`src/rtl/cpu_bus_pkg.sv`:
```
// rtl/cpu_bus_pkg.sv - shared state encoding, transfer sizes and wen-to-size helper
package cpu_bus_pkg;

  typedef enum logic [1:0] {
    IDLE = 2'd0,
    REQ  = 2'd1,
    WAIT = 2'd2,
    DONE = 2'd3
  } state_e;

  localparam logic [1:0] SIZE_BYTE = 2'd0;
  localparam logic [1:0] SIZE_HALF = 2'd1;
  localparam logic [1:0] SIZE_WORD = 2'd2;

  // Stores carry their size implicitly in the byte-lane enables.
  function automatic logic [1:0] wen_to_size(input logic [3:0] wen);
    logic [1:0] sz;
    case (wen)
      4'b0001, 4'b0010, 4'b0100, 4'b1000: sz = SIZE_BYTE;
      4'b0011, 4'b1100:                   sz = SIZE_HALF;
      default:                            sz = SIZE_WORD;
    endcase
    return sz;
  endfunction

endpackage

```
`src/rtl/d_bridge_req_latch.sv`:
```
// rtl/d_bridge_req_latch.sv - request field capture register and live/latched request mux
module d_bridge_req_latch
  import cpu_bus_pkg::*;
#(
  parameter int ADDR_W = 32,
  parameter int DATA_W = 32
) (
  input  logic                  clk,
  input  logic                  resetn,
  input  logic                  capture,
  input  logic [DATA_W/8-1:0]   wen,
  input  logic [1:0]            size,
  input  logic [ADDR_W-1:0]     addr,
  input  logic [DATA_W-1:0]     wdata,
  output logic                  req_wr,
  output logic [1:0]            req_size,
  output logic [ADDR_W-1:0]     req_addr,
  output logic [DATA_W-1:0]     req_wdata
);

  logic                live_wr;
  logic [1:0]          live_size;
  logic                wr_q, wr_d;
  logic [1:0]          size_q, size_d;
  logic [ADDR_W-1:0]   addr_q, addr_d;
  logic [DATA_W-1:0]   wdata_q, wdata_d;

  always_comb begin
    live_wr   = |wen;
    live_size = live_wr ? wen_to_size(wen) : size;
    wr_d      = capture ? live_wr   : wr_q;
    size_d    = capture ? live_size : size_q;
    addr_d    = capture ? addr      : addr_q;
    wdata_d   = capture ? wdata     : wdata_q;
  end

  always_ff @(posedge clk or negedge resetn) begin
    if (!resetn) begin
      wr_q    <= 1'b0;
      size_q  <= 2'd0;
      addr_q  <= '0;
      wdata_q <= '0;
    end else begin
      wr_q    <= wr_d;
      size_q  <= size_d;
      addr_q  <= addr_d;
      wdata_q <= wdata_d;
    end
  end

  // The issuing cycle drives the bus straight from the CPU; afterwards the copy holds it stable.
  always_comb begin
    req_wr    = capture ? live_wr   : wr_q;
    req_size  = capture ? live_size : size_q;
    req_addr  = capture ? addr      : addr_q;
    req_wdata = capture ? wdata     : wdata_q;
  end

endmodule

```
`src/rtl/d_sram_like_bridge.sv`:
```
// rtl/d_sram_like_bridge.sv - MEM-stage data_sram to sram-like bus bridge, one outstanding access
// Optional D_BRIDGE_PERF_CNT_EN adds a d_stall cycle counter output.
module d_sram_like_bridge
  import cpu_bus_pkg::*;
#(
  parameter int ADDR_W = 32,
  parameter int DATA_W = 32
) (
  input  logic                  clk,
  input  logic                  resetn,
`ifdef D_BRIDGE_PERF_CNT_EN
  output logic [31:0]           perf_dstall_cycles,
`endif
  input  logic                  data_sram_en,
  input  logic [DATA_W/8-1:0]   data_sram_wen,
  input  logic [1:0]            data_sram_size,
  input  logic [ADDR_W-1:0]     data_sram_addr,
  input  logic [DATA_W-1:0]     data_sram_wdata,
  output logic [DATA_W-1:0]     data_sram_rdata,
  input  logic                  except_flush,
  input  logic                  longest_stall,
  output logic                  d_stall,
  output logic                  data_req,
  output logic                  data_wr,
  output logic [1:0]            data_size,
  output logic [ADDR_W-1:0]     data_addr,
  output logic [DATA_W-1:0]     data_wdata,
  input  logic                  data_addr_ok,
  input  logic                  data_data_ok,
  input  logic [DATA_W-1:0]     data_rdata
);

  state_e              state_q, state_d;
  logic                kill_q, kill_d;
  logic [DATA_W-1:0]   rdata_q, rdata_d;
  logic                issue;

  assign issue = (state_q == IDLE) && data_sram_en && !except_flush;

  d_bridge_req_latch #(
    .ADDR_W (ADDR_W),
    .DATA_W (DATA_W)
  ) u_req_latch (
    .clk       (clk),
    .resetn    (resetn),
    .capture   (issue),
    .wen       (data_sram_wen),
    .size      (data_sram_size),
    .addr      (data_sram_addr),
    .wdata     (data_sram_wdata),
    .req_wr    (data_wr),
    .req_size  (data_size),
    .req_addr  (data_addr),
    .req_wdata (data_wdata)
  );

  always_comb begin
    state_d  = state_q;
    kill_d   = kill_q;
    rdata_d  = rdata_q;
    data_req = 1'b0;
    d_stall  = 1'b0;
    case (state_q)
      IDLE: begin
        if (issue) begin
          data_req = 1'b1;
          d_stall  = 1'b1;
          state_d  = data_addr_ok ? WAIT : REQ;
        end
      end
      REQ: begin
        data_req = 1'b1;
        d_stall  = 1'b1;
        if (except_flush) kill_d = 1'b1;
        if (data_addr_ok) state_d = WAIT;
      end
      WAIT: begin
        d_stall = 1'b1;
        if (data_data_ok) begin
          // A flush landing on the data_ok cycle discards the result just like an earlier one.
          if (kill_q || except_flush) begin
            kill_d  = 1'b0;
            state_d = IDLE;
          end else begin
            if (!data_wr) rdata_d = data_rdata;
            state_d = DONE;
          end
        end else if (except_flush) begin
          kill_d = 1'b1;
        end
      end
      DONE: begin
        if (!longest_stall) state_d = IDLE;
      end
      default: state_d = IDLE;
    endcase
  end

  always_ff @(posedge clk or negedge resetn) begin
    if (!resetn) begin
      state_q <= IDLE;
      kill_q  <= 1'b0;
      rdata_q <= '0;
    end else begin
      state_q <= state_d;
      kill_q  <= kill_d;
      rdata_q <= rdata_d;
    end
  end

  assign data_sram_rdata = rdata_q;

`ifdef D_BRIDGE_PERF_CNT_EN
  logic [31:0] perf_q, perf_d;

  assign perf_d = d_stall ? perf_q + 32'd1 : perf_q;

  always_ff @(posedge clk or negedge resetn) begin
    if (!resetn) perf_q <= 32'd0;
    else         perf_q <= perf_d;
  end

  assign perf_dstall_cycles = perf_q;
`endif

endmodule
```
`config.mk`:
```
export PLATFORM = sky130hd
export DESIGN_NAME = d_sram_like_bridge
export DESIGN_NICKNAME = d
export VERILOG_FILES = /design/src/rtl/cpu_bus_pkg.sv /design/src/rtl/d_bridge_req_latch.sv /design/src/rtl/d_sram_like_bridge.sv
export SDC_FILE = /design/constraint.sdc
export NUM_CORES = 1
export LEC_CHECK = 0
export ABC_CLOCK_PERIOD_IN_PS = 5000
export CORE_ASPECT_RATIO = 0.7
export CORE_MARGIN = 2
export CORE_UTILIZATION = 55
export CTS_CLUSTER_DIAMETER = 120
export DETAILED_ROUTE_END_ITERATION = 8
export DONT_BUFFER_PORTS = 1
export GPL_ROUTABILITY_DRIVEN = 0
export PLACE_DENSITY = 0.7
export SETUP_SLACK_MARGIN = 0.4
export SLEW_MARGIN = 40
export SYNTH_ARGS = -nofsm -noshare
export SYNTH_HDL_FRONTEND = slang
export SYNTH_SLANG_ARGS = --single-unit
```
`constraint.sdc`:
```
create_clock -name clk -period 5 [get_ports clk]
set_clock_uncertainty 0.05 [all_clocks]
set_input_delay 0.5 -clock clk [delete_from_list [all_inputs] [get_ports clk]]
set_output_delay 0.5 -clock clk [all_outputs]
set_load 0.01 [all_outputs]
```
==> run metrics, run 1 <==
Top Ports=210; via count=2,007; Post-Synthesis Cells=254; top-area cell type share of the netlist area=0.6146; Routed Antenna Nets=0; NetSw=998.0 uW; Max Clk Rate=0.3657 GHz; CP endpoint kind=output pin; clock root buffer=clkbuf_8; IO buf count=0; Die W=107.9 um; Yosys top cell by area=dfrtp_1; total gr overflow=0; H-tree depth=3; CP Max Fanout=40; chip height=76.70 um; largest net degree at the start of global routing=103; syn_nets=368; post-synthesis sequential area ratio=0.6146; Worst-path clk slew=100 ps; Post-synth EDFFs=0; Worst-Margin Slew=556.9 ps; cts bufs inserted=9; Initial DRC Count=124; share of cells above drive strength 1=0.4542; Pwr Density=661.0 nW/um2; # rows=26; core area=7320 um2; top routing layer in use=met4; Int Pwr=1947 uW; clk buf depth=2; Final period util=0.5469; Cell variety after synth=29; CP Data Arrival Time=2180 ps; worst hold path class=in2async; switch share=0.3388; # fillers=551; overall power=2945 uW; Cell Area, Synth=4153 um2; Worst-Skew Late Latency=350 ps; run status=complete, but fails checks; Sink Count=102; # diodes=0; WL per Instance=21.42 um; post-route minimum period=2734 ps; Initial Utilization=0.5674; M1 WL=2.795 mm; FFs w/ async S/R, synth=1.000; final core occ=0.6087; fin cells=360; combinational power share=0.325; GRT Overall Usage=0.1870; Die Area=8272 um2; Setup violations, final=0; Primary FF master, synth=dfrtp_1; area post-placement=4207 um2; Via density=5.575; Relative slew margins=0.6288; WL final=7.710 mm; setup TNS=0 ps; most frequent cells after synthesis=102 x dfrtp_1, 66 x mux2_2, 30 x mux2_4; RSZ-0062 raised after global routing=no; vias in the first global route=2,121; Avg Inst Size Synth=16.35 um2; failing checks=negative hold slack; Clk pwr share=0.190; Crit Path Class=reg2out; peak supply drop=0.3118 mV; critical path startpoint category=flip-flop; Finished Cell Area=4456 um2; post-DP HPWL=5.622 mm; DR WL met2=3.832 mm; area delta synth->final=7.291%; P_leak=0.002100 uW; WHS=-3.523 ps; drt pass-1 iters=4; Slew Limit Fails=0; length of routed met3 wiring=971 um; initial antenna violation count=0; first-pass GRT wire length=11.68 mm; #FFs+latches synth=102; placed insts=343; final hold vios=6; required time worst endpoint=4450 ps; detailed-route DRC error count=0; max-cap viol count=0; count leader, synth=dfrtp_1; sequential power share=0.485; fin nets=371; yosys warns=0; clock tree from TritonCTS=built; synth top area cells=dfrtp_1 61%, mux2_2 18%, mux2_4 11%, ha_1 1.5%, buf_8 1.1%
through the flow:
step	hold slack, ps	worst slack (ps)
after CTS	23.81	2234
after global placement	156.4	2521
final	-3.523	2266
after floorplan	154.4	2694
after global routing	38.15	2111
after detailed placement	155.6	2442
cell type report:
cell class / instances / area [um2] / area share
clock buffers: 10 / 127.6 / 0.02864
clock inverters: 6 / 93.84 / 0.02106
inverters: 5 / 18.77 / 0.004212
multi-input cells: 136 / 1498 / 0.3361
flip-flops and latches: 102 / 2552 / 0.5729
well taps: 98 / 122.6 / 0.02752
repair buffers: 3 / 42.54 / 0.009548
critical path: stages (launching register included):
cell and delay (ps):
dfrtp_1 430, inv_1 90, ha_1 280, nand3b_1 130, buf_4 450, mux2_2 450
routing by layer:
metal	GRT usage	vias to the layer above
li1	-	892
met1	0.2124	979
met2	0.3000	126
met3	0.1020	10
met4	0.06538	0
met5	0	-
power groups by stage:
stage	Combinational, uW	Sequential (uW)	Clock (uW)
floorplan	828	1380	0
global placement	932	1430	0
detailed placement	958	1440	0
CTS	973	1430	582
global route	1030	1470	623
finish	956	1430	561
final timing paths:
kind | cells past startpoint | slack [ps] | endpoint | from
worst max register to register | 7 | 2460 | data_sram_rdata[22]$_DFFE_PN0P_ | state_q[0]$_DFFE_PN0P_
min in group clk | 1 | 210 | kill_q$_DFFE_PN0P_ | data_data_ok
worst min-delay path | 1 | -4 | data_sram_rdata[29]$_DFFE_PN0P_ | resetn
worst min register to register | 2 | 480 | kill_q$_DFFE_PN0P_ | kill_q$_DFFE_PN0P_
worst max-delay path | 5 | 2270 | data_addr[31] | state_q[0]$_DFFE_PN0P_
max in group asynchronous | 1 | 4500 | data_sram_rdata[10]$_DFFE_PN0P_ | resetn
kinds of logic (layout without fill, tap and decap cells):
family,Yosys count,after routing,share of synthesized area
simple gates,20,20,0.02802
mux,96,96,0.2874
flops,102,102,0.6146
buf+inv,16,24,0.02470
fa+ha+maj,5,5,0.01506
compound gates,15,15,0.03013
state kept, by name, indices dropped and copies added, names as in the netlist:
signal and count:
data_sram_rdata 32, kill_q 1, state_q 2, u_req_latch.addr_q 32, u_req_latch.size_q 2, u_req_latch.wdata_q 32, u_req_latch.wr_q 1
placed cells by master, fill, tap and decap left out:
cell type     n
a2111oi_4     1
a211o_4       1
a21boi_0      1
a21o_2        1
a21oi_1       3
a22oi_1       1
a31oi_1       1
and2_0        1
and2_1        1
buf_16        1
buf_4         2
bufinv_16     2
clkbuf_1      1
clkbuf_8      9
clkinv_4      1
clkinvlp_4    1
dfrtp_1     102
ha_1          5
inv_1         5
inv_6         2
mux2_2       66
mux2_4       30
nand2_1       4
nand2b_1      1
nand3_1       1
nand3b_1      1
nor2_1        6
nor2b_1       2
nor3_1        1
nor4_4        1
o21ai_0       4
o22ai_1       1
o311ai_0      1
or3b_2        1
what timing repair did:
item | CTS | global route
gates resized for setup | 0 | 0
hold buffers | 1 | 0
setup buffers | 0 | 0
endpoints found under the hold margin | 102 | 0
Power figures use the tool's default switching activity.
==> run 2, diff against run 1 <==
--- a/config.mk
+++ b/config.mk
@@ -5,7 +5,7 @@
 export SDC_FILE = /design/constraint.sdc
 export NUM_CORES = 1
 export LEC_CHECK = 0
-export ABC_CLOCK_PERIOD_IN_PS = 5000
+export ABC_CLOCK_PERIOD_IN_PS = 2400
 export CORE_ASPECT_RATIO = 0.7
 export CORE_MARGIN = 2
 export CORE_UTILIZATION = 55
@@ -13,7 +13,7 @@
 export DETAILED_ROUTE_END_ITERATION = 8
 export DONT_BUFFER_PORTS = 1
 export GPL_ROUTABILITY_DRIVEN = 0
-export PLACE_DENSITY = 0.7
+export PLACE_DENSITY = 0.73
 export SETUP_SLACK_MARGIN = 0.4
 export SLEW_MARGIN = 40
 export SYNTH_ARGS = -nofsm -noshare
==> constraint.sdc (replaced) <==
create_clock -name clk -period 2.4 [get_ports clk]
set_clock_uncertainty 0.05 [all_clocks]
set_input_delay 0.24 -clock clk [delete_from_list [all_inputs] [get_ports clk]]
set_output_delay 0.24 -clock clk [all_outputs]
set_load 0.01 [all_outputs]
==> run metrics, run 2 (synthesis results as in run 1) <==
run status=complete, but fails checks; failing checks=negative hold slack; CP Data Arrival Time=1890 ps; post-DP HPWL=5.598 mm; chip height=76.70 um; gr busiest metal=met2; worst path bufs/invs=4; area of the multi-input gates=1734 um2; initial antenna violation count=0; launch point of the worst reg-to-reg path=state_q[1]$_DFFE_PN0P_; Max Clk Rate=0.4597 GHz; H-tree depth=3; most frequent cells in the layout=102 x dfrtp_1, 72 x mux2_4, 36 x dlygate4sd3_1; critical path startpoint category=flip-flop; cells on worst reg2reg path=8; Clk pwr share=0.181; Int Pwr=4708 uW; Slew Limit Fails=0; P_leak=0.002666 uW; Sink Count=102; crit path launch=state_q[1]$_DFFE_PN0P_; cts bufs inserted=9; Final period util=0.9064; Worst-Margin Slew=347.8 ps; max-cap viol count=0; Pwr Density=1300 nW/um2; Initial DRC Count=111; CP endpoint kind=output pin; first-pass GRT wire length=14.35 mm; met2 usage=0.3987; Setup violations, final=0; drt pass-1 iters=4; Worst-Skew Late Latency=350 ps; critical path depth in cells=7; met1 usage=0.2846; CP max stage delay=420 ps; IO buf count=0; vias in the first global route=2,533; clk buf depth=2; Finished Cell Area=5411 um2; switch share=0.3306; area delta synth->final=30.31%; Top Ports=210; Worst-path clk slew=100 ps; detailed-route DRC error count=0; worst hold path class=in2async; Relative slew margins=0.7681; WHS=-477.0 ps; peak supply drop=0.6183 mV; WL final=9.873 mm; required time worst endpoint=2110 ps; GRT Overall Usage=0.2358; register area=2552 um2; delay-heaviest family, CP=buffers and inverters; via count=2,351; total gr overflow=0; WL per Instance=23.56 um; final hold vios=102; setup TNS=0 ps; largest net degree at the start of global routing=103; share of cells above drive strength 1=0.4735; sequential power share=0.431; slowest CP cell=dfrtp_1; NetSw=2325 uW; # fillers=423; Routed Antenna Nets=0; clock root buffer=clkbuf_8; core area=7320 um2; RSZ-0062 raised after global routing=yes; Initial Utilization=0.5674; fin nets=430; Die W=107.9 um; # rows=26; worst path cell trace=inv_2 > ha_4 > nand3b_1 > buf_6 > buf_12 > clkbuf_16 > mux2_4; area post-placement=4212 um2; post-route minimum period=2175 ps; # diodes=0; commonest non-fill, non-tap cell in the layout=dfrtp_1; Crit Path Class=reg2out; Via density=5.611; clock tree from TritonCTS=built; CP Max Fanout=4; met3 Usage GRT=0.09184; combinational power share=0.388; Die Area=8272 um2
-- run 2: changes by cell type in the layout (fill, tap and decap cells not counted), moves of 2 or more --
cell | previous run | this run
mux2_2 | 66 | 24
mux2_4 | 30 | 72
dlygate4sd3_1 | 0 | 36
buf_4 | 2 | 9
buf_16 | 1 | 6
buf_6 | 0 | 5
buf_12 | 0 | 3
o21ai_0 | 4 | 1
a211o_4 | 1 | 3
inv_1 | 5 | 3
inv_2 | 0 | 2
o21ai_2 | 0 | 2
-- run 2: layout make-up --
| cell class | count | area share |
|---|---|---|
| Tap cell | 98 | 0.02266 |
| Clock inverter | 7 | 0.02312 |
| Timing Repair Buffer | 60 | 0.1357 |
| Sequential cell | 102 | 0.4717 |
| Inverter | 5 | 0.003468 |
| Clock buffer | 9 | 0.02289 |
| Multi-Input combinational cell | 138 | 0.3205 |
-- run 2: path summary, 6_finish.rpt --
kind | slack, ps | endpoint
max in group asynchronous | 2640 | u_req_latch.addr_q[9]$_DFF_PN0_
min in group clk | 30 | u_req_latch.addr_q[2]$_DFF_PN0_
worst min register to register | 470 | u_req_latch.size_q[1]$_DFF_PN0_
worst min-delay path | -480 | data_sram_rdata[24]$_DFFE_PN0P_
worst max-delay path | 220 | data_addr[3]
worst max register to register | 300 | data_sram_rdata[5]$_DFFE_PN0P_
-- run 2: metal layers --
layer | part of all wire | vias to the layer above
met5 | 0 | -
met4 | 0.0080 | 0
met3 | 0.089 | 9
met2 | 0.51 | 132
met1 | 0.39 | 1186
li1 | - | 1024
-- run 2: timing repair --
item | 4_1_cts | 5_1_grt
cloned | 8 | 1
hold buffers | 35 | 1
setup endpoints to repair | 169 | 101
pin swaps | 4 | 3
resized for setup | 53 | 17
setup buffers | 12 | 4
endpoints found under the hold margin | 136 | 103
-- run 2: metrics by stage --
step / hold WS (ps) / setup slack [ps] / util / cells / power [uW]
5_1_grt: -523.6 / 158.8 / 0.7393 / 419 / 7388
3_3_place_gp: -103.8 / 132.7 / 0.5754 / 342 / 4931
6_report: -477.0 / 224.6 / 0.7393 / 419 / 7033
3_5_place_dp: -104.4 / 55.24 / 0.5754 / 342 / 5018
2_1_floorplan: -105.6 / 426.1 / - / 254 / 4608
4_1_cts: -500.6 / 249.9 / 0.7215 / 413 / 6868
-- run 2: power groups by stage --
stage | registers (uW) | clock network (uW) | logic, uW
final | 3030 | 1270 | 2730
after global routing | 3110 | 1400 | 2890
after CTS | 3000 | 1310 | 2550
after detailed placement | 3000 | 0 | 2010
after global placement | 2980 | 0 | 1950
after floorplan | 2880 | 0 | 1730
-- run 2: worst reg2reg max path, cell delays in order (launching register included) --
cell      delay [ps]
dfrtp_1          420
inv_2             90
ha_4             130
nand3b_1         120
buf_6            200
buf_6            140
a211o_4          360
buf_12           160
mux2_4           310
==> run 3, diff against run 2 <==
--- a/config.mk
+++ b/config.mk
@@ -9,6 +9,7 @@
 export CORE_ASPECT_RATIO = 0.7
 export CORE_MARGIN = 2
 export CORE_UTILIZATION = 55
+export CTS_BUF_LIST = sky130_fd_sc_hd__clkbuf_4 sky130_fd_sc_hd__clkbuf_8 sky130_fd_sc_hd__clkbuf_16
 export CTS_CLUSTER_DIAMETER = 120
 export DETAILED_ROUTE_END_ITERATION = 8
 export DONT_BUFFER_PORTS = 1
==> results of run 3 <==
Same layout as run 2: the final DEF is identical, and so are final timing and power.
